--- config.mk ---
export PLATFORM = sky130hd
export DESIGN_NAME = sat_counter
export DESIGN_NICKNAME = d
export VERILOG_FILES = /design/src/rtl/gate_truth_checker_sat_counter.sv
export SDC_FILE = /design/constraint.sdc
export NUM_CORES = 1
export LEC_CHECK = 0
export BUFFER_PORTS_ARGS = -buffer_cell sky130_fd_sc_hd__buf_4
export CAP_MARGIN = 20
export CELL_PAD_IN_SITES_DETAIL_PLACEMENT = 0
export CELL_PAD_IN_SITES_GLOBAL_PLACEMENT = 1
export CORE_AREA = 4 4 47 49
export CTS_BUF_LIST = sky130_fd_sc_hd__clkbuf_4 sky130_fd_sc_hd__clkbuf_8
export CTS_CLUSTER_SIZE = 16
export DETAILED_ROUTE_END_ITERATION = 10
export DIE_AREA = 0 0 51 53
export HOLD_SLACK_MARGIN = 0.08
export PLACE_DENSITY = 0.56
export SYNTH_ARGS = -nofsm -noshare
export SYNTH_HDL_FRONTEND = slang
export SYNTH_SLANG_ARGS = --single-unit
export TNS_END_PERCENT = 10
--- constraint.sdc ---
create_clock -name clk -period 4 [get_ports clk]
set_clock_uncertainty 0.05 [all_clocks]
set_input_delay 0.4 -clock clk [delete_from_list [all_inputs] [get_ports clk]]
set_output_delay 0.4 -clock clk [all_outputs]
set_load 0.1 [all_outputs]
--- src/rtl/gate_truth_checker_sat_counter.sv ---
// Saturating up-counter used as the mismatch counter.
// Ports:
//   clk    clock, rising edge
//   rst_n  synchronous active-low reset
//   clr    synchronous clear (same effect as reset)
//   inc    count up by one this cycle
//   cnt    current count; sticks at all-ones instead of wrapping
module sat_counter #(
    parameter int unsigned W = 8
) (
    input  logic         clk,
    input  logic         rst_n,
    input  logic         clr,
    input  logic         inc,
    output logic [W-1:0] cnt
);

    always_ff @(posedge clk) begin
        if (!rst_n || clr) begin
            cnt <= '0;
        end else if (inc && (cnt != '1)) begin
            cnt <= cnt + W'(1);
        end
    end

endmodule

# Word level (Yosys, flattened, before mapping)
# Index checks and enable logic that the tools add are counted.
# W data, S select, Z words.
# word_totals
wordCells	6
mem_bits_rw	0
latchBits	0
reg_bits	8
n_memories	0
romBits	0
# classes
n_eq_ne	1
magnitude_cmp	0
n_mux	0
addsub	1
shifts	0
mul	0
bitwise	0
reduce_logical	3
div	0
# op_table
cell	count
$add A8 B1 Y8 const B	1
$ne A8 B8 Y1 const B	1
$logic_and A1 B1 Y1	1
$logic_not A1 Y1	1
$logic_or A1 B1 Y1	1

# Longest topological paths before layout
# Gate-level depths: netlist (run 1).
# depth
word_depth	2
depth_mapped	4
depth_no_buf	4

# Worst setup path before layout (run 1)
# OpenSTA, ideal clock, no wires.
# synth_timing
kind	register to register
start	register cnt[1]
end	register cnt[7]
n_path_buf	0
stages_incl_launch_ff	5
arrival_time_ns	1.847
path_slack_ns	2.012
period_less_slack_ns	1.988
setup_time_ns	0.091
cell_sequence	dfxtp_1 > ha_1 > and4_4 > nor2b_2 > a311oi_1
# synth_via
elab_chain_len	2
elab_cells_between_ends	3
classes_between	1 x add/sub; 1 x eq/ne; 1 x reduce/logical
# synth_lines
element	line_no	text
from (decl)	15	output logic [W-1:0] cnt
from (signal assigned)	22	cnt <= cnt + W'(1);
branches (longest 2 deep; another with $add A8 B1 Y8)	--	
# Several ways; the timed one is not identified.
# A chain may end at the register's enable or synchronous reset.

# Worst setup path after layout (run 1)
# layout_timing
start	register cnt[4]
end	output cnt[4]
# No word-level cell between the ends.

==> summary.txt, run 1 <==
Power
  • Leakage: 0.000227 uW
  • Peak VDD IR: around 0.00020 V
  • Pwr Density: 282 mW/mm2

Global routing
  • Vias in the first global route: 352
  • Initial antenna violation count: 0
  • Total global-route track usage: 8.34%
  • First-pass GRT wire length: about 1600 um
  • Total gr overflow: 0
  • Largest net degree at the start of global routing: 10

STA
  • Slew @ Worst Pin: 0.447 ns
  • Hold Slack: roughly 0.44 ns
  • Setup-failing EPs final: 0
  • Final Hold Viols: 0
  • Setup TNS: 0 ns
  • Final max-slew violation count: 0
  • RSZ-0062 raised after global routing: false
  • Relative slew slack: 70.2%
  • Fin crit period: 1.54 ns
  • Final period utilization: 38.4%
  • Fmax: approximately 650 MHz

Clock tree
  • Post-CTS Resized: 0
  • CTS buffer count: 3
  • Clock sinks: 8
  • Clock tree from TritonCTS: done
  • Clock Latency Late Sink: 0.25 ns
  • # hold bufs at CTS: 0
  • Post-CTS setup buffer count: 0
  • CTS H-Tree Depth: 1
  • CTS root buffer: clkbuf_4
  • Clock Tree Buf Depth: 2
  • Clock transition at path regs: 0.05 ns

Layout
  • Finished Layout Cells: 87
  • Nets: 67
  • Fraction of layout cells with a size suffix above 1: 30.0%
  • Final core utilization: ~30%
  • Most common cell after layout, fill and taps aside: buf_4
  • Max FFs per register: 8
  • Reg with most FFs: cnt
  • Area Overhead vs Synth: 32.9%
  • # fillers: 203
  • Commonest non-fill, non-tap cells in the layout: 11 x buf_4, 8 x dfxtp_1, 5 x a21oi_1, 5 x nand2_1
  • Regs by FF count: cnt (8)
  • Antenna cell count: 0
  • Final Instance Area: 561 um2

Route
  • Drt total wl: 984 um
  • Drt first pass iters: 6
  • Vias: between 400 and 500
  • Post-DRT Antenna Nets: 0
  • Routed vias/inst: 4.64
  • # DRC: 0
  • Drt first-iter violations: 7
  • WL per Instance: between 10 and 15 um

Setup path
  • Critical Path RT: about 3.6 ns
  • Reg2reg path depth: 4
  • Worst-path maximum fanout: 9
  • Worst setup path endpoint: cnt[4]
  • Launch point of the worst reg-to-reg path: cnt[0]
  • Worst-path cell chain: buf_4
  • Reg-to-Reg End: cnt[5]
  • Crit Path Class: reg2out
  • CP arrival: 1.09 ns
  • Critical-path top delay cell: dfxtp_1
  • CP Buf/Inv Count: 1
  • CP peak stage delay: 0.48 ns
  • R2r setup slk: 2.61 ns
  • Delay-heaviest family, CP: flip-flops
  • Setup crit start kind: flip-flop
  • Cell depth of the worst setup path: 1
  • Crit. Startpoint: cnt[4]
  • Worst Setup End Kind: primary output

Synth
  • Synth top area cells: dfxtp_1 38%, mux2i_1 7.1%, and4_1 6.2%
  • Synth Register Bits: 8
  • Synth Net Count: 51
  • Warning count from the yosys run: 0
  • Area of the mapped netlist: 422 um2
  • Synth cell types: 21
  • Area leader, netlist: dfxtp_1
  • Post-Syn Instances: 46
  • Synthesized area per cell: approximately 9.2 um2
  • Register area share after synthesis: 38.0%
  • Yosys top cell area share: 38.0%

Die
  • Initial core utilization: 22.6%
  • Die ar.: 0.00270 mm2
  • Core area: 0.00186 mm2
  • I/O pin total: 12
  • Die Ht: 53 um
  • DIE WIDTH: a little over 50 um
  • Num rows: 16

Placed design
  • PortBufs: 11
  • Detailed Place HPWL: approximately 730 um
  • Dpl cells: 84
  • Area after DPL: approximately 540 um2
  • Gpl congestion: 0.715

Worst hold path
  • Min-delay worst type: in2reg

Run
  • Max-cap violations: 0

Status
  • Status: completed
[per-layer routing]
layer  vias up  share of wire (%)  global-route usage (%)
met5         -                  0                       0
met4         0               0.91                    4.04
met3         2                8.6                    3.66
met2        13                 45                    12.7
met1       182                 45                    9.97
li1        207                  -                       -
[cell families (layout without fill, tap and decap cells)]
kind of cell,count (synthesis),in the layout,synth area share [%]
muxes,3,3,7.12
buffers and inverters,0,14,0
AOI/OAI and AO/OA,13,13,21.4
adders and majority gates,1,1,2.97
DFF,8,8,38.0
and+or+nand+nor,21,21,30.6
[cell usage after synthesis]
library cell / instances
a211oi_2: 1
a21boi_2: 1
a21oi_1: 5
a311oi_1: 1
a31oi_1: 2
a41o_1: 1
and3_1: 1
and4_1: 3
and4_4: 1
dfxtp_1: 8
ha_1: 1
mux2i_1: 3
nand2_1: 5
nand2b_1: 3
nand3_1: 1
nand4_1: 1
nor2_1: 1
nor2b_1: 3
nor2b_2: 1
nor3_1: 1
o21ai_0: 2
[where the power goes]
group / internal (uW) / switching [uW] / leakage (uW)
Sequential: 80.4 / 0.876 / 0.0000646
Combinational: 5.44 / 9.33 / 0.000149
Clock: 34.4 / 27.8 / 0.0000138
Total: 120 / 38.0 / 0.000227
[final cells by class]
type / count / area, um2 / share of cell area [%]
clock buffers: 3 / 22.5 / 4.02
multi-input cells: 38 / 262 / 46.7
flip-flops and latches: 8 / 160 / 28.6
well taps: 27 / 33.8 / 6.03
repair buffers: 11 / 82.6 / 14.7
[per-stage QoR]
step / power, uW / setup WS, ns
2_1_floorplan: 92.7 / 2.01
3_5_place_dp: 98.0 / 2.61
3_3_place_gp: 98.0 / 2.60
4_1_cts: 161 / 2.46
5_1_grt: 166 / 2.42
6_report: 158 / 2.46
[worst min-delay path by stage]
stage | from | endpoint | depth (start not counted)
after floorplan | rst_n | cnt[7] | 2
after global placement | cnt[1] | cnt[1] | 2
after detailed placement | cnt[1] | cnt[1] | 2
after CTS | inc | cnt[2] | 3
after global routing | rst_n | cnt[7] | 3
final | inc | cnt[2] | 3
Note: power is estimated with default switching activity, not from simulation.
==> run 2, diff against run 1 <==
- ABC_AREA: unset -> 1
- CORE_AREA: 4 4 47 49 -> 4 4 48 50
- DIE_AREA: 0 0 51 53 -> 0 0 52 54
- PLACE_DENSITY: 0.56 -> 0.62
- clock period: 4 -> 1.4 ns (I/O delays scaled with it)
==> run 2 against run 1 <==
  * Sequential share of layout area up 0.50 points
  * Largest power group is now the clock network
  * Synthesized area grew 8.3%
  * Total power grew to 3.2 times the previous value
  * Highest routed layer unchanged
  * Critical endpoint is now cnt[4]
  * Synthesized cell count increased by 54%
  * Utilization increased by 3.8 points
  * Critical path depth rose by 4
  * Combinational power rose to 3.6 times the previous value
  * Setup slack got worse by 2.3 ns
  * Via count grew 18%
  * Flip-flop and latch count did not move
==> summary.txt, run 2 <==
Die
  • Num rows: 16 (unchanged)
  • Die Ht: 54 um (+1.9%)
  • Core area: 0.00190 mm2 (+2.2%)
  • Initial core utilization: 24.0% (+1.4 points)
  • I/O pin total: 12 (unchanged)
  • Die ar.: 0.00281 mm2 (+3.9%)
  • DIE WIDTH: 52 um (+2.0%)

Global routing
  • Total gr overflow: 0 (unchanged)
  • Total global-route track usage: 9.80% (+1.5 points)
  • Initial antenna violation count: 0 (unchanged)
  • First-pass GRT wire length: 1920 um (+18%)
  • Vias in the first global route: 450 (+28%)
  • Largest net degree at the start of global routing: 11 (+1)

Power
  • Power Total: 501 uW (+220%)
  • Pwr Density: 777 mW/mm2 (+180%)
  • Leakage: 0.000287 uW (+27%)
  • Peak VDD IR: 0.000361 V (+81%)

STA
  • Final period utilization: between 80 and 90%
  • Relative slew slack: 78.3% (+8.1 points)
  • Setup-failing EPs final: 0 (unchanged)
  • Final max-slew violation count: 0 (unchanged)
  • Final Hold Viols: 0 (unchanged)
  • Hold Slack: 0.163 ns (-0.281 ns)
  • RSZ-0062 raised after global routing: false
  • Fin crit period: 1.19 ns
  • Fmax: 841 MHz
  • Slew @ Worst Pin: 0.326 ns (-0.121 ns)
  • Setup TNS: 0 ns (unchanged)

Route
  • # DRC: 0 (unchanged)
  • Vias: 478 (+18%)
  • Routed vias/inst: 4.23 (-8.9%)
  • Post-DRT Antenna Nets: 0 (unchanged)
  • Drt first pass iters: 4 (-2)
  • WL per Instance: 9.71 um (-14%)
  • Drt first-iter violations: 3 (-4)
  • Drt total wl: 1100 um (+11%)

Clock tree
  • CTS H-Tree Depth: 1 (unchanged)
  • CTS root buffer: clkbuf_4
  • Clock transition at path regs: 0.06 ns (about the same)
  • Clock sinks: 8 (unchanged)
  • Clock Tree Buf Depth: 2 (unchanged)
  • Clock tree from TritonCTS: done
  • CTS buffer count: 3 (unchanged)
  • Clock Latency Late Sink: 0.27 ns (+0.02 ns)
  • Post-CTS setup buffer count: 0 (unchanged)

Setup path
  • Crit. Startpoint: clr
  • Critical-path top delay cell: dlygate4sd3_1
  • Setup crit start kind: input pin
  • Worst-path maximum fanout: 7 (-2)
  • CP arrival: 1.33 ns (+0.24 ns)
  • Launch point of the worst reg-to-reg path: cnt[0]
  • Reg2reg path depth: 8 (+4)
  • Crit Path Class: in2reg
  • Worst-path cell chain: dlygate4sd3_1, buf_4, nor2_2, o21ai_0, nor2_1
  • Critical Path RT: 1.54 ns (-2.01 ns)
  • CP peak stage delay: 0.54 ns (+0.06 ns)
  • Worst Setup End Kind: flip-flop

Synth
  • Most common cell in the netlist: nand2_1
  • Synth Net Count: 76 (+49%)
  • Synthesized area per cell: 6.43 um2 (-30%)
  • Warning count from the yosys run: 0 (unchanged)
  • Async S/R FF share, synth: 0% (unchanged)
  • Yosys top cell area share: 35.1% (-2.9 points)
  • Register area share after synthesis: 35.1% (-2.9 points)
  • Area of the mapped netlist: 457 um2 (+8.3%)
  • Post-synth EDFFs: 0 (unchanged)
  • Commonest cells post-synth: 17 x nand2_1, 12 x nor2_1, 8 x dfxtp_1
  • Post-Syn Instances: 71 (+54%)
  • Main flop type after synthesis: dfxtp_1
  • Synth Register Bits: 8 (unchanged)
  • Synth cell types: 17 (-19%)
  • Synth top area cells: dfxtp_1 35%, nand2_1 14%, nor2_1 9.9%
  • Area leader, netlist: dfxtp_1

Worst hold path
  • Worst hold path depth: 3 (unchanged)
  • Min-delay worst type: in2reg
  • Worst hold start: inc

Layout
  • Max FFs per register: 8 (unchanged)
  • Final core utilization: 33.9% (+3.8 points)
  • Antenna cell count: 0 (unchanged)
  • Reg with most FFs: cnt
  • Most common cell after layout, fill and taps aside: nand2_1
  • Area Overhead vs Synth: 41.4%
  • Regs by FF count: cnt (8)
  • Final Instance Area: 646 um2 (+15%)
  • Nets: 92 (+37%)
  • Commonest non-fill, non-tap cells in the layout: 17 x nand2_1, 12 x nor2_1, 11 x buf_4
  • Fraction of layout cells with a size suffix above 1: 36.0% (+6.0 points)

Placed design
  • Detailed Place HPWL: 788 um (+7.7%)
  • Gpl congestion: 0.727 (+1.7%)
  • PortBufs: 11 (unchanged)
  • Area after DPL: 606 um2 (+13%)

Run
  • Max-cap violations: 0 (unchanged)

Status
  • Status: completed
-- run 2: cell types whose count changed in the layout (fill, tap and decap cells not counted), sizes merged, moves of 3 or more --
cell,change
and4,-4
nor2,+15
nand2b,-3
inv,+8
nor2b,-4
mux2i,-3
nand2,+14
nand3,+3
-- run 2: report_power, final --
part | leakage (uW) | switching [uW] | internal (uW)
Combinational | 0.000198 | 35.7 | 18.1
Sequential | 0.0000707 | 4.19 | 219
Clock | 0.0000184 | 95.5 | 129
-- run 2: final timing paths --
| kind | endpoint | slack (ns) |
|---|---|---|
| worst max register to register | cnt[6] | 0.21 |
| worst min-delay path | cnt[1] | 0.16 |
| worst max-delay path | cnt[4] | 0.21 |
| worst min register to register | cnt[6] | 0.47 |
-- run 2: final cells by class --
| type | count | area (um2) |
|---|---|---|
| fillers | 219 | 1260 |
| inverters | 9 | 33.8 |
| clock buffers | 4 | 30.0 |
| repair buffers | 12 | 92.6 |
| multi-input cells | 53 | 268 |
| flip-flops and latches | 8 | 188 |
| well taps | 27 | 33.8 |
-- run 2: logic make-up (layout without fill, tap and decap cells) --
logic type	Yosys count	count (layout)	synth area share [%]
flip-flops	8	8	35.1
AO/OA/AOI/OAI	8	8	8.77
adder cells (fa/ha/maj)	1	1	2.74
buffers and inverters	10	25	9.04
AND/OR/NAND/NOR	44	44	44.4
-- run 2: timing repair --
| item | CTS | global route |
|---|---|---|
| gates resized for setup | 0 | 0 |
| hold buffers | 1 | 0 |
| hold endpoints to repair | 1 | 0 |
-- run 2: per-layer routing --
| layer | global-route usage [%] | vias to the layer above | part of all wire [%] |
|---|---|---|---|
| met5 | 0 | - | 0 |
| li1 | - | 254 | - |
| met4 | 7.86 | 0 | 3.6 |
| met2 | 16.1 | 10 | 43 |
| met3 | 3.32 | 5 | 5.0 |
| met1 | 10.2 | 209 | 48 |
-- run 2: stage by stage --
| step | cells | setup WS, ns |
|---|---|---|
| floorplan | 71 | 0.00320 |
| detailed placement | 108 | 0.227 |
| finish | 113 | 0.211 |
| global route | 113 | 0.0370 |
| CTS | 113 | 0.208 |
| global placement | 108 | 0.229 |
-- run 2: critical path: cells and delay by family --
| kind | cells | cell delay (ns) |
|---|---|---|
| simple gates | 2 | 0.37 |
| buf+inv | 2 | 0.68 |
| compound gates | 1 | 0.14 |
==> run 3, diff against run 2 <==
- ABC_AREA: 1 -> 0
- CORE_AREA: 4 4 48 50 -> 4 4 47 49
- DIE_AREA: 0 0 52 54 -> 0 0 51 53
- PLACE_DENSITY: 0.62 -> 0.56
- clock period: 1.4 -> 1.1 ns (I/O delays scaled with it)
==> run 3 against run 2 <==
  * The run now ends with negative setup slack left
  * Final area up 17%
  * Total power grew 18%
  * Final cell count decreased by 15%
  * First-iteration DRC count rose to 3.7 times the previous value
  * Setup slack got worse by 0.33 ns
  * Combinational power up 38%
  * Non-clock buffer count rose by 8
  * Die area decreased by 3.7%
  * Clock-buffer cell count down 1
  * Clock power is 6% higher
  * Routed wire length grew 6.3%
  * Largest power group is now sequential cells
  * Highest routed layer unchanged
==> summary.txt, run 3 (synthesis gave the netlist of run 1 again) <==
Status
  • Status: complete, but fails checks
  • Failing checks: negative setup slack

STA
  • Hold Slack: 0.154 ns (-0.00861 ns)
  • Setup-failing EPs final: 6 (+6)
  • Fmax: 819 MHz
  • Final setup margin: -0.122 ns (-0.332 ns)
  • Relative slew slack: 81.6% (+3.3 points)
  • Slew @ Worst Pin: 0.278 ns (-0.0473 ns)
  • Final period utilization: 111%
  • Fin crit period: 1.22 ns
  • Final Hold Viols: 0 (unchanged)
  • Final max-slew violation count: 0 (unchanged)
  • RSZ-0062 raised after global routing: true

Layout
  • Most common cell after layout, fill and taps aside: buf_4
  • Commonest non-fill, non-tap cells in the layout: 12 x buf_4, 8 x dfxtp_4, 5 x a21oi_1, 5 x nand2_1, 5 x buf_12
  • Reg with most FFs: cnt
  • Regs by FF count: cnt (8)
  • Antenna cell count: 0 (unchanged)
  • Nets: 76 (-17%)
  • Max FFs per register: 8 (unchanged)
  • Area Overhead vs Synth: 79.5%
  • Fraction of layout cells with a size suffix above 1: 53.6% (+18 points)
  • # fillers: 193 (-12%)

Clock tree
  • Clock Latency Late Sink: 0.26 ns (about the same)
  • Clock sinks: 8 (unchanged)
  • CTS root buffer: clkbuf_4
  • CTS buffer count: 3 (unchanged)
  • Post-CTS setup buffer count: 0 (unchanged)
  • Clock transition at path regs: 0.06 ns (about the same)
  • Clock tree from TritonCTS: done
  • CTS H-Tree Depth: 1 (unchanged)
  • Clock Tree Buf Depth: 2 (unchanged)
  • # hold bufs at CTS: 0 (-1)

Die
  • Initial core utilization: 22.6% (-1.4 points)
  • Num rows: 16 (unchanged)
  • Core area: 0.00186 mm2 (-2.1%)
  • I/O pin total: 12 (unchanged)
  • DIE WIDTH: 51 um (-1.9%)
  • Die Ht: 53 um (-1.9%)
  • Die ar.: 0.00270 mm2 (-3.7%)

Route
  • WL per Instance: 12.1 um (+25%)
  • Drt first pass iters: 4 (unchanged)
  • Post-DRT Antenna Nets: 0 (unchanged)
  • Drt first-iter violations: 11 (+8)
  • Drt total wl: 1170 um (+6.3%)
  • Routed vias/inst: 4.85 (+15%)
  • Vias: 466 (-2.5%)
  • # DRC: 0 (unchanged)

Power
  • Pwr Density: 781 mW/mm2 (+0.50%)
  • Leakage: 0.000300 uW (+4.5%)
  • Peak VDD IR: 0.000390 V (+7.9%)

Run
  • Max-cap violations: 0 (unchanged)

Placed design
  • Detailed Place HPWL: 853 um (+8.3%)
  • PortBufs: 11 (unchanged)
  • Pre-CTS WS: -0.115 ns (-0.342 ns)
  • Gpl congestion: 0.682 (-6.2%)

Setup path
  • CP peak stage delay: 0.36 ns (-0.18 ns)
  • CP arrival: 1.35 ns (+0.02 ns)
  • Worst-path cell chain: buf_6, nand4_1, a211oi_2, mux2i_1
  • Critical Path RT: 1.23 ns (-0.31 ns)
  • Setup crit start kind: flip-flop
  • Crit Path Class: reg2reg
  • Worst-path maximum fanout: 5 (-2)
  • Critical-path top delay cell: dfxtp_4
  • Delay-heaviest family, CP: flip-flops
  • CP Buf/Inv Count: 1 (-1)
  • Worst Setup End Kind: flip-flop

Global routing
  • First-pass GRT wire length: 1810 um (-5.4%)
  • Initial antenna violation count: 0 (unchanged)
  • Largest net degree at the start of global routing: 9 (-2)
  • Vias in the first global route: 398 (-12%)
  • Total global-route track usage: 9.49% (-0.31 points)
  • Total gr overflow: 0 (unchanged)

Worst hold path
  • Min-delay worst type: in2reg
## run 3: cell count changes in the layout (fill, tap and decap cells not counted), moves of 4 or more
cell,before,now
buf_12,0,5
nor2_1,12,1
nor2_2,4,0
inv_1,7,0
nand2_1,17,5
## run 3: per-layer routing
metal / up-vias / global-route usage [%] / part of all wire (%)
met5: - / 0 / 0
met4: 0 / 8.07 / 2.5
met1: 222 / 11.7 / 44
li1: 224 / - / -
met3: 4 / 2.54 / 5.4
met2: 16 / 13.5 / 48
## run 3: per-stage QoR
stage	std cells	util, %	setup TNS, ns	instance area (um2)	total power (uW)
final	96	40.7	-0.323	757	591
after detailed placement	93	34.8	-0.404	648	347
after CTS	96	39.0	-0.465	726	599
after global routing	96	40.7	-0.791	757	624
after floorplan	46	-	-1.74	464	321
after global placement	93	34.8	-0.365	648	348
## run 3: area by class of cell
cell class	count	area, um2	share of cell area, %
Clock buffer	3	22.5	2.98
Multi-Input combinational cell	38	283	37.4
Sequential cell	8	190	25.1
Tap cell	27	33.8	4.46
Timing Repair Buffer	20	228	30.1
## run 3: tightest hold or removal path, cell delays in order
cell and delay (ns):
buf_4 0.11, nand2b_1 0.14, a311oi_1 0.06
## run 3: power by group
part           leakage (uW)  total [uW]  internal (uW)  switching, uW
Sequential        0.0000710         277            274           2.91
Combinational      0.000216        74.2           35.0           39.3
Clock             0.0000138         239            126            113
## run 3: final timing paths
path / startpoint / endpoint / slack, ns / depth (start not counted)
worst max-delay path: cnt[0] / cnt[5] / -0.12 / 4
worst min-delay path: rst_n / cnt[7] / 0.15 / 3
worst max register to register: cnt[0] / cnt[5] / -0.12 / 4
worst min register to register: cnt[3] / cnt[3] / 0.43 / 1
## run 3: what timing repair did
item	4_1_cts	5_1_grt
pin swaps	3	4
gates resized for setup	14	7
setup endpoints to repair	13	14
